$ cat src/rtl/id_ex_pipeline_register_if.sv
// ID/EX boundary bundle: ID-side control/data words in, registered EX-side copies out.
interface id_ex_pipeline_register_if #(
    parameter int unsigned XLEN  = 32,
    parameter int unsigned CNT_W = 32
) ();
    logic            flush;
    logic            hold;
    logic            ID_Valid;
    logic            ID_Load_Instr;
    logic            ID_RF_Enable;
    logic            RAM_Enable;
    logic            RAM_RW;
    logic            RAM_SE;
    logic            JALR_Instr;
    logic            JAL_Instr;
    logic            AUIPC_Instr;
    logic [3:0]      ID_ALU_op;
    logic [2:0]      ID_shift_imm;
    logic [1:0]      RAM_Size;
    logic [9:0]      Comb_OpFunct;
    logic [XLEN-1:0] ID_PC;
    logic [XLEN-1:0] ID_RS1_Data;
    logic [XLEN-1:0] ID_RS2_Data;
    logic [XLEN-1:0] ID_Imm;
    logic [4:0]      ID_Rs1;
    logic [4:0]      ID_Rs2;
    logic [4:0]      ID_Rd;

    logic             EX_Valid;
    logic             EX_Load_Instr;
    logic             EX_RF_Enable;
    logic             EX_RAM_Enable;
    logic             EX_RAM_RW;
    logic             EX_RAM_SE;
    logic             EX_JALR_Instr;
    logic             EX_JAL_Instr;
    logic             EX_AUIPC_Instr;
    logic [3:0]       EX_ALU_op;
    logic [2:0]       EX_shift_imm;
    logic [1:0]       EX_RAM_Size;
    logic [9:0]       EX_Comb_OpFunct;
    logic [XLEN-1:0]  EX_PC;
    logic [XLEN-1:0]  EX_RS1_Data;
    logic [XLEN-1:0]  EX_RS2_Data;
    logic [XLEN-1:0]  EX_Imm;
    logic [4:0]       EX_Rs1;
    logic [4:0]       EX_Rs2;
    logic [4:0]       EX_Rd;
    logic [CNT_W-1:0] Bubble_Count;

    // ID stage side: drives the control word and datapath values.
    modport master (
        output flush, hold, ID_Valid, ID_Load_Instr, ID_RF_Enable, RAM_Enable, RAM_RW,
               RAM_SE, JALR_Instr, JAL_Instr, AUIPC_Instr, ID_ALU_op, ID_shift_imm,
               RAM_Size, Comb_OpFunct, ID_PC, ID_RS1_Data, ID_RS2_Data, ID_Imm,
               ID_Rs1, ID_Rs2, ID_Rd,
        input  EX_Valid, EX_Load_Instr, EX_RF_Enable, EX_RAM_Enable, EX_RAM_RW,
               EX_RAM_SE, EX_JALR_Instr, EX_JAL_Instr, EX_AUIPC_Instr, EX_ALU_op,
               EX_shift_imm, EX_RAM_Size, EX_Comb_OpFunct, EX_PC, EX_RS1_Data,
               EX_RS2_Data, EX_Imm, EX_Rs1, EX_Rs2, EX_Rd, Bubble_Count
    );

    // Pipeline register side.
    modport slave (
        input  flush, hold, ID_Valid, ID_Load_Instr, ID_RF_Enable, RAM_Enable, RAM_RW,
               RAM_SE, JALR_Instr, JAL_Instr, AUIPC_Instr, ID_ALU_op, ID_shift_imm,
               RAM_Size, Comb_OpFunct, ID_PC, ID_RS1_Data, ID_RS2_Data, ID_Imm,
               ID_Rs1, ID_Rs2, ID_Rd,
        output EX_Valid, EX_Load_Instr, EX_RF_Enable, EX_RAM_Enable, EX_RAM_RW,
               EX_RAM_SE, EX_JALR_Instr, EX_JAL_Instr, EX_AUIPC_Instr, EX_ALU_op,
               EX_shift_imm, EX_RAM_Size, EX_Comb_OpFunct, EX_PC, EX_RS1_Data,
               EX_RS2_Data, EX_Imm, EX_Rs1, EX_Rs2, EX_Rd, Bubble_Count
    );
endinterface

$ cat src/rtl/id_ex_pipeline_register.sv
// ID/EX pipeline register with stall, squash, bubble masking and a saturating bubble counter.
module id_ex_pipeline_register #(
    parameter int unsigned XLEN  = 32,
    parameter int unsigned CNT_W = 32
) (
    input logic                    clk,
    input logic                    reset,
    id_ex_pipeline_register_if.slave bus
);
    localparam int unsigned CTRL_W = 8 + 4 + 3 + 2 + 10;
    localparam int unsigned DATA_W = 4 * XLEN + 3 * 5;

    logic [CTRL_W-1:0] ctrl_d;
    logic [CTRL_W-1:0] ctrl_q;
    logic [DATA_W-1:0] data_d;
    logic [DATA_W-1:0] data_q;
    logic              valid_q;
    logic [CNT_W-1:0]  cnt_q;
    logic              bubble;
    logic              cnt_sat;

    assign ctrl_d = {bus.ID_Load_Instr, bus.ID_RF_Enable, bus.RAM_Enable, bus.RAM_RW,
                     bus.RAM_SE, bus.JALR_Instr, bus.JAL_Instr, bus.AUIPC_Instr,
                     bus.ID_ALU_op, bus.ID_shift_imm, bus.RAM_Size, bus.Comb_OpFunct};
    assign data_d = {bus.ID_PC, bus.ID_RS1_Data, bus.ID_RS2_Data, bus.ID_Imm,
                     bus.ID_Rs1, bus.ID_Rs2, bus.ID_Rd};

    // A bubble enters EX on a squash, or on a load of an empty ID slot.
    always_comb begin
        bubble  = bus.flush | (~bus.hold & ~bus.ID_Valid);
        cnt_sat = &cnt_q;
    end

    always_ff @(posedge clk) begin
        if (reset) begin
            ctrl_q  <= '0;
            data_q  <= '0;
            valid_q <= 1'b0;
            cnt_q   <= '0;
        end else begin
            if (bus.flush) begin
                ctrl_q  <= '0;
                data_q  <= '0;
                valid_q <= 1'b0;
            end else if (!bus.hold) begin
                // Control is forced to zero for bubbles so RF/RAM enables can never leak.
                ctrl_q  <= bus.ID_Valid ? ctrl_d : '0;
                data_q  <= data_d;
                valid_q <= bus.ID_Valid;
            end
            if (bubble && !cnt_sat) begin
                cnt_q <= cnt_q + CNT_W'(1);
            end
        end
    end

    assign {bus.EX_Load_Instr, bus.EX_RF_Enable, bus.EX_RAM_Enable, bus.EX_RAM_RW,
            bus.EX_RAM_SE, bus.EX_JALR_Instr, bus.EX_JAL_Instr, bus.EX_AUIPC_Instr,
            bus.EX_ALU_op, bus.EX_shift_imm, bus.EX_RAM_Size, bus.EX_Comb_OpFunct} = ctrl_q;
    assign {bus.EX_PC, bus.EX_RS1_Data, bus.EX_RS2_Data, bus.EX_Imm,
            bus.EX_Rs1, bus.EX_Rs2, bus.EX_Rd} = data_q;
    assign bus.EX_Valid     = valid_q;
    assign bus.Bubble_Count = cnt_q;

endmodule

$ cat src/flat_wrapper.sv
// flat-port wrapper written by rule: the top's interface ports become plain ports
module id_ex_pipeline_register_flat 
#(
    parameter int unsigned XLEN  = 32,
    parameter int unsigned CNT_W = 32
)
  (clk, reset, bus_flush, bus_hold, bus_ID_Valid, bus_ID_Load_Instr, bus_ID_RF_Enable, bus_RAM_Enable, bus_RAM_RW, bus_RAM_SE, bus_JALR_Instr, bus_JAL_Instr, bus_AUIPC_Instr, bus_ID_ALU_op, bus_ID_shift_imm, bus_RAM_Size, bus_Comb_OpFunct, bus_ID_PC, bus_ID_RS1_Data, bus_ID_RS2_Data, bus_ID_Imm, bus_ID_Rs1, bus_ID_Rs2, bus_ID_Rd, bus_EX_Valid, bus_EX_Load_Instr, bus_EX_RF_Enable, bus_EX_RAM_Enable, bus_EX_RAM_RW, bus_EX_RAM_SE, bus_EX_JALR_Instr, bus_EX_JAL_Instr, bus_EX_AUIPC_Instr, bus_EX_ALU_op, bus_EX_shift_imm, bus_EX_RAM_Size, bus_EX_Comb_OpFunct, bus_EX_PC, bus_EX_RS1_Data, bus_EX_RS2_Data, bus_EX_Imm, bus_EX_Rs1, bus_EX_Rs2, bus_EX_Rd, bus_Bubble_Count);
  id_ex_pipeline_register_if #(.XLEN(XLEN), .CNT_W(CNT_W)) bus_i ();
  input logic clk;
  input logic reset;
  input wire logic [$bits(bus_i.flush)-1:0] bus_flush;
  input wire logic [$bits(bus_i.hold)-1:0] bus_hold;
  input wire logic [$bits(bus_i.ID_Valid)-1:0] bus_ID_Valid;
  input wire logic [$bits(bus_i.ID_Load_Instr)-1:0] bus_ID_Load_Instr;
  input wire logic [$bits(bus_i.ID_RF_Enable)-1:0] bus_ID_RF_Enable;
  input wire logic [$bits(bus_i.RAM_Enable)-1:0] bus_RAM_Enable;
  input wire logic [$bits(bus_i.RAM_RW)-1:0] bus_RAM_RW;
  input wire logic [$bits(bus_i.RAM_SE)-1:0] bus_RAM_SE;
  input wire logic [$bits(bus_i.JALR_Instr)-1:0] bus_JALR_Instr;
  input wire logic [$bits(bus_i.JAL_Instr)-1:0] bus_JAL_Instr;
  input wire logic [$bits(bus_i.AUIPC_Instr)-1:0] bus_AUIPC_Instr;
  input wire logic [$bits(bus_i.ID_ALU_op)-1:0] bus_ID_ALU_op;
  input wire logic [$bits(bus_i.ID_shift_imm)-1:0] bus_ID_shift_imm;
  input wire logic [$bits(bus_i.RAM_Size)-1:0] bus_RAM_Size;
  input wire logic [$bits(bus_i.Comb_OpFunct)-1:0] bus_Comb_OpFunct;
  input wire logic [$bits(bus_i.ID_PC)-1:0] bus_ID_PC;
  input wire logic [$bits(bus_i.ID_RS1_Data)-1:0] bus_ID_RS1_Data;
  input wire logic [$bits(bus_i.ID_RS2_Data)-1:0] bus_ID_RS2_Data;
  input wire logic [$bits(bus_i.ID_Imm)-1:0] bus_ID_Imm;
  input wire logic [$bits(bus_i.ID_Rs1)-1:0] bus_ID_Rs1;
  input wire logic [$bits(bus_i.ID_Rs2)-1:0] bus_ID_Rs2;
  input wire logic [$bits(bus_i.ID_Rd)-1:0] bus_ID_Rd;
  output wire logic [$bits(bus_i.EX_Valid)-1:0] bus_EX_Valid;
  output wire logic [$bits(bus_i.EX_Load_Instr)-1:0] bus_EX_Load_Instr;
  output wire logic [$bits(bus_i.EX_RF_Enable)-1:0] bus_EX_RF_Enable;
  output wire logic [$bits(bus_i.EX_RAM_Enable)-1:0] bus_EX_RAM_Enable;
  output wire logic [$bits(bus_i.EX_RAM_RW)-1:0] bus_EX_RAM_RW;
  output wire logic [$bits(bus_i.EX_RAM_SE)-1:0] bus_EX_RAM_SE;
  output wire logic [$bits(bus_i.EX_JALR_Instr)-1:0] bus_EX_JALR_Instr;
  output wire logic [$bits(bus_i.EX_JAL_Instr)-1:0] bus_EX_JAL_Instr;
  output wire logic [$bits(bus_i.EX_AUIPC_Instr)-1:0] bus_EX_AUIPC_Instr;
  output wire logic [$bits(bus_i.EX_ALU_op)-1:0] bus_EX_ALU_op;
  output wire logic [$bits(bus_i.EX_shift_imm)-1:0] bus_EX_shift_imm;
  output wire logic [$bits(bus_i.EX_RAM_Size)-1:0] bus_EX_RAM_Size;
  output wire logic [$bits(bus_i.EX_Comb_OpFunct)-1:0] bus_EX_Comb_OpFunct;
  output wire logic [$bits(bus_i.EX_PC)-1:0] bus_EX_PC;
  output wire logic [$bits(bus_i.EX_RS1_Data)-1:0] bus_EX_RS1_Data;
  output wire logic [$bits(bus_i.EX_RS2_Data)-1:0] bus_EX_RS2_Data;
  output wire logic [$bits(bus_i.EX_Imm)-1:0] bus_EX_Imm;
  output wire logic [$bits(bus_i.EX_Rs1)-1:0] bus_EX_Rs1;
  output wire logic [$bits(bus_i.EX_Rs2)-1:0] bus_EX_Rs2;
  output wire logic [$bits(bus_i.EX_Rd)-1:0] bus_EX_Rd;
  output wire logic [$bits(bus_i.Bubble_Count)-1:0] bus_Bubble_Count;
  assign bus_i.flush = bus_flush;
  assign bus_i.hold = bus_hold;
  assign bus_i.ID_Valid = bus_ID_Valid;
  assign bus_i.ID_Load_Instr = bus_ID_Load_Instr;
  assign bus_i.ID_RF_Enable = bus_ID_RF_Enable;
  assign bus_i.RAM_Enable = bus_RAM_Enable;
  assign bus_i.RAM_RW = bus_RAM_RW;
  assign bus_i.RAM_SE = bus_RAM_SE;
  assign bus_i.JALR_Instr = bus_JALR_Instr;
  assign bus_i.JAL_Instr = bus_JAL_Instr;
  assign bus_i.AUIPC_Instr = bus_AUIPC_Instr;
  assign bus_i.ID_ALU_op = bus_ID_ALU_op;
  assign bus_i.ID_shift_imm = bus_ID_shift_imm;
  assign bus_i.RAM_Size = bus_RAM_Size;
  assign bus_i.Comb_OpFunct = bus_Comb_OpFunct;
  assign bus_i.ID_PC = bus_ID_PC;
  assign bus_i.ID_RS1_Data = bus_ID_RS1_Data;
  assign bus_i.ID_RS2_Data = bus_ID_RS2_Data;
  assign bus_i.ID_Imm = bus_ID_Imm;
  assign bus_i.ID_Rs1 = bus_ID_Rs1;
  assign bus_i.ID_Rs2 = bus_ID_Rs2;
  assign bus_i.ID_Rd = bus_ID_Rd;
  assign bus_EX_Valid = bus_i.EX_Valid;
  assign bus_EX_Load_Instr = bus_i.EX_Load_Instr;
  assign bus_EX_RF_Enable = bus_i.EX_RF_Enable;
  assign bus_EX_RAM_Enable = bus_i.EX_RAM_Enable;
  assign bus_EX_RAM_RW = bus_i.EX_RAM_RW;
  assign bus_EX_RAM_SE = bus_i.EX_RAM_SE;
  assign bus_EX_JALR_Instr = bus_i.EX_JALR_Instr;
  assign bus_EX_JAL_Instr = bus_i.EX_JAL_Instr;
  assign bus_EX_AUIPC_Instr = bus_i.EX_AUIPC_Instr;
  assign bus_EX_ALU_op = bus_i.EX_ALU_op;
  assign bus_EX_shift_imm = bus_i.EX_shift_imm;
  assign bus_EX_RAM_Size = bus_i.EX_RAM_Size;
  assign bus_EX_Comb_OpFunct = bus_i.EX_Comb_OpFunct;
  assign bus_EX_PC = bus_i.EX_PC;
  assign bus_EX_RS1_Data = bus_i.EX_RS1_Data;
  assign bus_EX_RS2_Data = bus_i.EX_RS2_Data;
  assign bus_EX_Imm = bus_i.EX_Imm;
  assign bus_EX_Rs1 = bus_i.EX_Rs1;
  assign bus_EX_Rs2 = bus_i.EX_Rs2;
  assign bus_EX_Rd = bus_i.EX_Rd;
  assign bus_Bubble_Count = bus_i.Bubble_Count;
  id_ex_pipeline_register #(.XLEN(XLEN), .CNT_W(CNT_W)) u_core (.clk(clk), .reset(reset), .bus(bus_i));
endmodule
$ cat config.mk
export PLATFORM = sky130hd
export DESIGN_NAME = id_ex_pipeline_register_flat
export DESIGN_NICKNAME = d
export VERILOG_FILES = /design/src/rtl/id_ex_pipeline_register_if.sv /design/src/rtl/id_ex_pipeline_register.sv /design/src/flat_wrapper.sv
export SDC_FILE = /design/constraint.sdc
export NUM_CORES = 1
export LEC_CHECK = 0
export BUFFER_PORTS_ARGS = -buffer_cell sky130_fd_sc_hd__buf_2
export CAP_MARGIN = 20
export CORE_MARGIN = 2
export CORE_UTILIZATION = 32
export CTS_BUF_LIST = sky130_fd_sc_hd__clkbuf_8
export CTS_CLUSTER_DIAMETER = 150
export DETAILED_ROUTE_END_ITERATION = 6
export PLACE_DENSITY = 0.62
export RECOVER_POWER = 100
export SLEW_MARGIN = 10
export SYNTH_ARGS = -nofsm -noshare
export SYNTH_HDL_FRONTEND = slang
export SYNTH_SLANG_ARGS = --single-unit
$ cat constraint.sdc
create_clock -name clk -period 4.23 [get_ports clk]
set_input_delay 0.423 -clock clk [delete_from_list [all_inputs] [get_ports clk]]
set_output_delay 0.423 -clock clk [all_outputs]
set_load 0.005 [all_outputs]
# Word level (Yosys, flattened, before mapping)
# Index checks and enable logic that the tools add are counted.
# W data, S select, Z words.
word_totals:
  ff_bits: 203
  inputBits: 175
  output_inout_bits: 203
  wordCells: 14
classes:
  add_sub_neg: 1
  mux: 1
  bitwise_logic: 4
  n_reduce_logical: 4
ops:
  columns: ["operator", "n"]
  rows:
  - ["$add A32 B1 Y32 const B", 1]
  - ["$reduce_and A32 Y1", 1]
  - ["$mux W27", 1]
  - ["$not A1 Y1", 2]
  - ["$reduce_or A2 Y1", 1]
  - ["$and A1 B1 Y1", 1]
  - ["$logic_and A1 B1 Y1", 1]
  - ["$logic_not A1 Y1", 1]
  - ["$or A1 B1 Y1", 1]

# Longest topological paths before layout
depth:
  word_depth: 4
  mapped_depth: 7
  mapped_depth_nobuf: 6

# Least setup slack after synthesis
# No wires, ideal clock.
synth_timing:
  path_kind: "register to register"
  from: "register u_core.cnt_q[0], in the netlist u_core.bus.Bubble_Count[0]"
  to: "register u_core.cnt_q[29], in the netlist u_core.bus.Bubble_Count[29]"
  setup_time_ns: 0.123
  arrival_time_ns: 1.981
  required_ns: 4.107
  slack_ns: 2.126
  stages_incl_launch_ff: 7
  path_buffers: 0
  period_less_slack_ns: 2.104
  cell_sequence: "dfxtp_1 > ha_1 > nand3_1 > or4b_4 > o311ai_4 > nor4_2 > mux2_1"
synth_via:
  elab_chain_cells: 3
  word_cells_on_any_way: 4
  classes_between: "add/sub (1); reduce/logical (3)"
synth_rtl:
  columns: ["element", "line_no", "rtl"]
  rows:
  - ["from (decl)", "id_ex_pipeline_register.sv:18", "logic [CNT_W-1:0] cnt_q;"]
  - ["from (signal assigned)", "id_ex_pipeline_register.sv:52", "cnt_q <= cnt_q + CNT_W'(1);"]
  - ["branches (longest 3 deep; another with $add A32 B1 Y32)", null, null]
# Several ways; the timed one is not identified.
# A chain may end at the register's enable or synchronous reset.

# Worst setup path in the final report
# Same ends and word-level chain as after synthesis.

==> run summary <==
The flow ran to the end, but the final reports show violations. The final reports fail on capacitance limit, slew limit. In this run the most used layer during global routing was met2. The floorplan step defined a die boundary enclosing 0.0251 mm². The cell-internal power is 0.00313 W. The H-tree level count is 2. The final net count came out at 1,297.

For this run, the total global-route usage over all layers was measured as 0.156. The minimum period implied by the final worst setup slack is 3.19 ns. The most critical setup path has its startpoint at u_core.bus.Bubble_Count[0].

The areal power density over the cells is 401 mW/mm². The flip-flop and latch count after synthesis is 203. The number of antenna repair diodes came out at 0. The post-synth net total is 929. The critical path goes through ha_1 > nand3_1 > or4b_1 > o311ai_2 > nor4_1 > mux2_1. For this run, global-route usage on met2 was measured as 0.266. The maximum resistive drop on vdd is 0.230 mV. The final total negative setup slack came out at 0 ns. The first-pass GRT wire length is 31.5 mm. TritonCTS built the clock tree.

The effective utilization at floorplan came out at 0.325. The flop-to-flop setup slack is 1.04 ns. The cell count after synthesis came out at 753.

The overflow left after global routing is 0. The part of the power in the clock network is 0.432. The final worst clock skew is 0.00900 ns. The initial antenna violation count came to 0. The met3 layer usage reported by global route came out at 0.0487. The number of cells upsized or downsized after cts is 0. The measured slew at the worst slew-check pin came out at 2.14 ns. On the worst path, the slowest cell contributes a delay of 1.24 ns.

The die extent in y is 158 µm. The number of max-slew violations in the final report is 85. The clock passes through at most 3 buffers.

The starting DRC count in detailed routing came out at 312. The switching power total is 0.000979 W. The final count of hold timing violations came out at 0. The number of sinks on the clock net came out at 203. In this run the number of cells on the critical path is 6.

The portion of total power attributed to combinational logic came out at 0.082. The part of the total power dissipated in sequential elements is 0.486. The total power consumption of the routed design came out at 0.00411 W. The mean area per synthesized cell is 10.1 µm². The kind of start point of the critical path is a register. The count of distinct cell types in the synthesized netlist is 47. The port buffer count is 377. The CTS root buffer is sky130_fd_sc_hd__clkbuf_8. The total setup buffers inserted after CTS is 0.

The relative area change from synthesis to final layout came out at 34.1%. Among all stages on the critical path, the largest delay is contributed by sky130_fd_sc_hd__o311ai_2. The wire length per cell came out at 14.8 µm. The share of the clock period used by the worst path is 0.754. At the end of the flow the core is filled with cells to 0.436.

The critical path in this run is classified as register to register. The standard-cell row count came out at 56. The clock input transition at the sequential cells of the worst setup and hold paths is 0.06 ns. The worst pin sits at a relative slew slack of -0.425. The insertion delay to the later sink of the worst-skew pair came out at 0.51 ns.

The worst path arrival time is 3.57 ns. The pre-CTS setup slack is 1.53 ns. The destination of the worst register-to-register timing path is u_core.bus.Bubble_Count[29]. For this block, the routed nets add up to 21.7 mm of wire. The destination of the critical timing path is u_core.bus.Bubble_Count[29]. The cell area after synthesis is 0.00763 mm².

The via count of the first global-routing pass was 6,080. Setup repair after global routing left no endpoint under its margin. The startpoint identified for the worst register-to-register timing path is u_core.bus.Bubble_Count[0]. The per-cell via count in the routed design is 4.55. The number of placed instances, taps included, is 1,401. The worst setup path is captured at a register. In this run the horizontal extent of the chip is 158 µm. The total buffers and inverters traversed by the critical path came out at 0.

The number of clock buffers added by TritonCTS is 37. Across the run, the number of max-cap violations was 2. In this run the static leakage power is 4.52 nW.

The final setup violation count is 0. The endpoint required time on the critical path is 4.62 ns. The fraction of power spent switching nets came out at 0.238.

The cell family contributing the most delay on the critical path is compound AO/OA/AOI/OAI gates. Of the cells placed in the final design, the portion with a size suffix greater than 1 is 0.250. The pre-antenna-repair detailed-routing pass consisted of 4 iterations. For this design, the CTS-stage hold fixing added 0 buffers. The I/O pin count is 378. The final cell count without fillers is 1,466. The worst hold path belongs to the class input port to register.

The biggest fanout along the worst timing path came out at 27. The register area share after synthesis came out at 0.532. The detailed router placed 6,663 vias in this run. Entering global routing, the biggest net connects 126 pins. Routability-driven placement finished with a final weighted congestion of 0.764. The core region is 0.0235 mm². The post-DP HPWL is 15.4 mm. Once detail routing completed, the nets flagged for antenna violations numbered 0. For this run, global-route usage on met1 was measured as 0.185.

The detailed-route DRC error count is 0. The highest clock rate is 314 MHz. The number of warnings printed during yosys synthesis came out at 0.

The number of cells traversed by the worst register-to-register path is 6. The setup slack of the critical path after layout is 1.04 ns.
-- registers in the layout, indices dropped and copies added, names as in the netlist --
register                 cells
u_core.ctrl_q               27
u_core.data_q              143
u_core.bus.EX_Valid          1
u_core.bus.Bubble_Count     32
-- metal layers --
layer | up-vias | share of wire
met5 | - | 0
met4 | 0 | 0.022
met3 | 45 | 0.082
met2 | 248 | 0.48
met1 | 3037 | 0.41
li1 | 3333 | -
-- Yosys cell counts (all sizes together) --
cell     instances  area (µm²)
dfxtp          203        4060
nor2           189         709
mux2i          145        1450
clkbuf          38         143
a22oi           27         203
a21oi           19         144
o21ai           15        75.1
buf             14        76.3
or3             14        91.3
nand2           11        41.3
nand4           10        77.6
and4             6        55.1
inv              6        22.5
nand3            6        30.0
o31ai            6        68.8
xor2             6        52.6
and3             5        32.5
o311ai           4        52.6
and2             3        18.8
nor2b            3        18.8
or4              3        22.5
xnor2            3        26.3
a211oi           2        15.0
mux2             2        22.5
nor4             2        18.8
o2111ai          2        17.5
or2              2        12.5
or4b             2        27.5
a31oi            1        6.26
ha               1        12.5
o211ai           1        7.51
o21ba            1        10.0
o21bai           1        7.51
-- per-stage QoR --
stage	hold slack [ns]	area, µm²
finish	0.148	10200
global route	0.120	10200
CTS	0.108	10500
detailed placement	0.477	9780
global placement	0.469	9760
floorplan	0.478	7630
-- layout by cell type, fill, tap and decap left out, drive strengths merged, types with 3 or more instances in the layout --
master  Yosys  final
a21oi      19     19
a22oi      27     27
and2        3      3
and3        5      5
and4        6      6
buf        14    211
clkbuf     38    217
clkinv      0      6
dfxtp     203    203
inv         6     17
mux2i     145    145
nand2      11     11
nand3       6      6
nand4      10     10
nor2      189    189
nor2b       3      3
o21ai      15     15
o311ai      4      4
o31ai       6      6
or3        14     14
or4         3      3
xnor2       3      3
xor2        6      6
-- worst min-delay path, stage by stage --
cell and delay [ns]:
sky130_fd_sc_hd__buf_2 0.08, sky130_fd_sc_hd__mux2i_1 0.05, sky130_fd_sc_hd__nor2_1 0.07
-- kinds of logic (layout without fill, tap and decap cells) --
| family | after synthesis | after routing | share of synthesized area |
|---|---|---|---|
| AOI/OAI and AO/OA | 79 | 79 | 0.0795 |
| xor gates and xnor gates | 9 | 9 | 0.0103 |
| adders and majority gates | 1 | 1 | 0.00164 |
| buffers and inverters | 58 | 452 | 0.0316 |
| DFF | 203 | 203 | 0.532 |
| muxes | 147 | 147 | 0.193 |
| and+or+nand+nor | 256 | 256 | 0.151 |
-- power by group through the flow --
stage	combinational [W]	sequential (W)	clock (W)
after detailed placement	0.000354	0.00203	0
after floorplan	0.000177	0.00204	0
after global routing	0.000374	0.00200	0.00194
final	0.000338	0.00199	0.00178
after CTS	0.000356	0.00199	0.00185
after global placement	0.000349	0.00203	0
-- final cells by class --
| type | count | area, µm² |
|---|---|---|
| timing repair buffer | 381 | 1750 |
| inverter | 6 | 22.5 |
| sequential | 203 | 4060 |
| clock buffer | 47 | 647 |
| multi-input combinational | 492 | 3280 |
| clock inverter | 18 | 78.8 |
| tap | 319 | 399 |
| fill | 2452 | 13200 |
-- worst min path at each step --
stage | end | slack (ns) | cells past startpoint | from
3_5_place_dp | u_core.data_q[82] | 0.48 | 2 | u_core.data_q[82]
4_1_cts | u_core.data_q[48] | 0.11 | 3 | bus_ID_RS2_Data[1]
2_1_floorplan | u_core.bus.Bubble_Count[31] | 0.48 | 2 | u_core.bus.Bubble_Count[31]
3_3_place_gp | u_core.bus.EX_Valid | 0.47 | 2 | u_core.bus.EX_Valid
5_1_grt | u_core.data_q[63] | 0.12 | 3 | bus_ID_RS2_Data[16]
6_report | u_core.data_q[33] | 0.15 | 3 | bus_ID_Imm[18]
(Power assumes the default switching activity.)
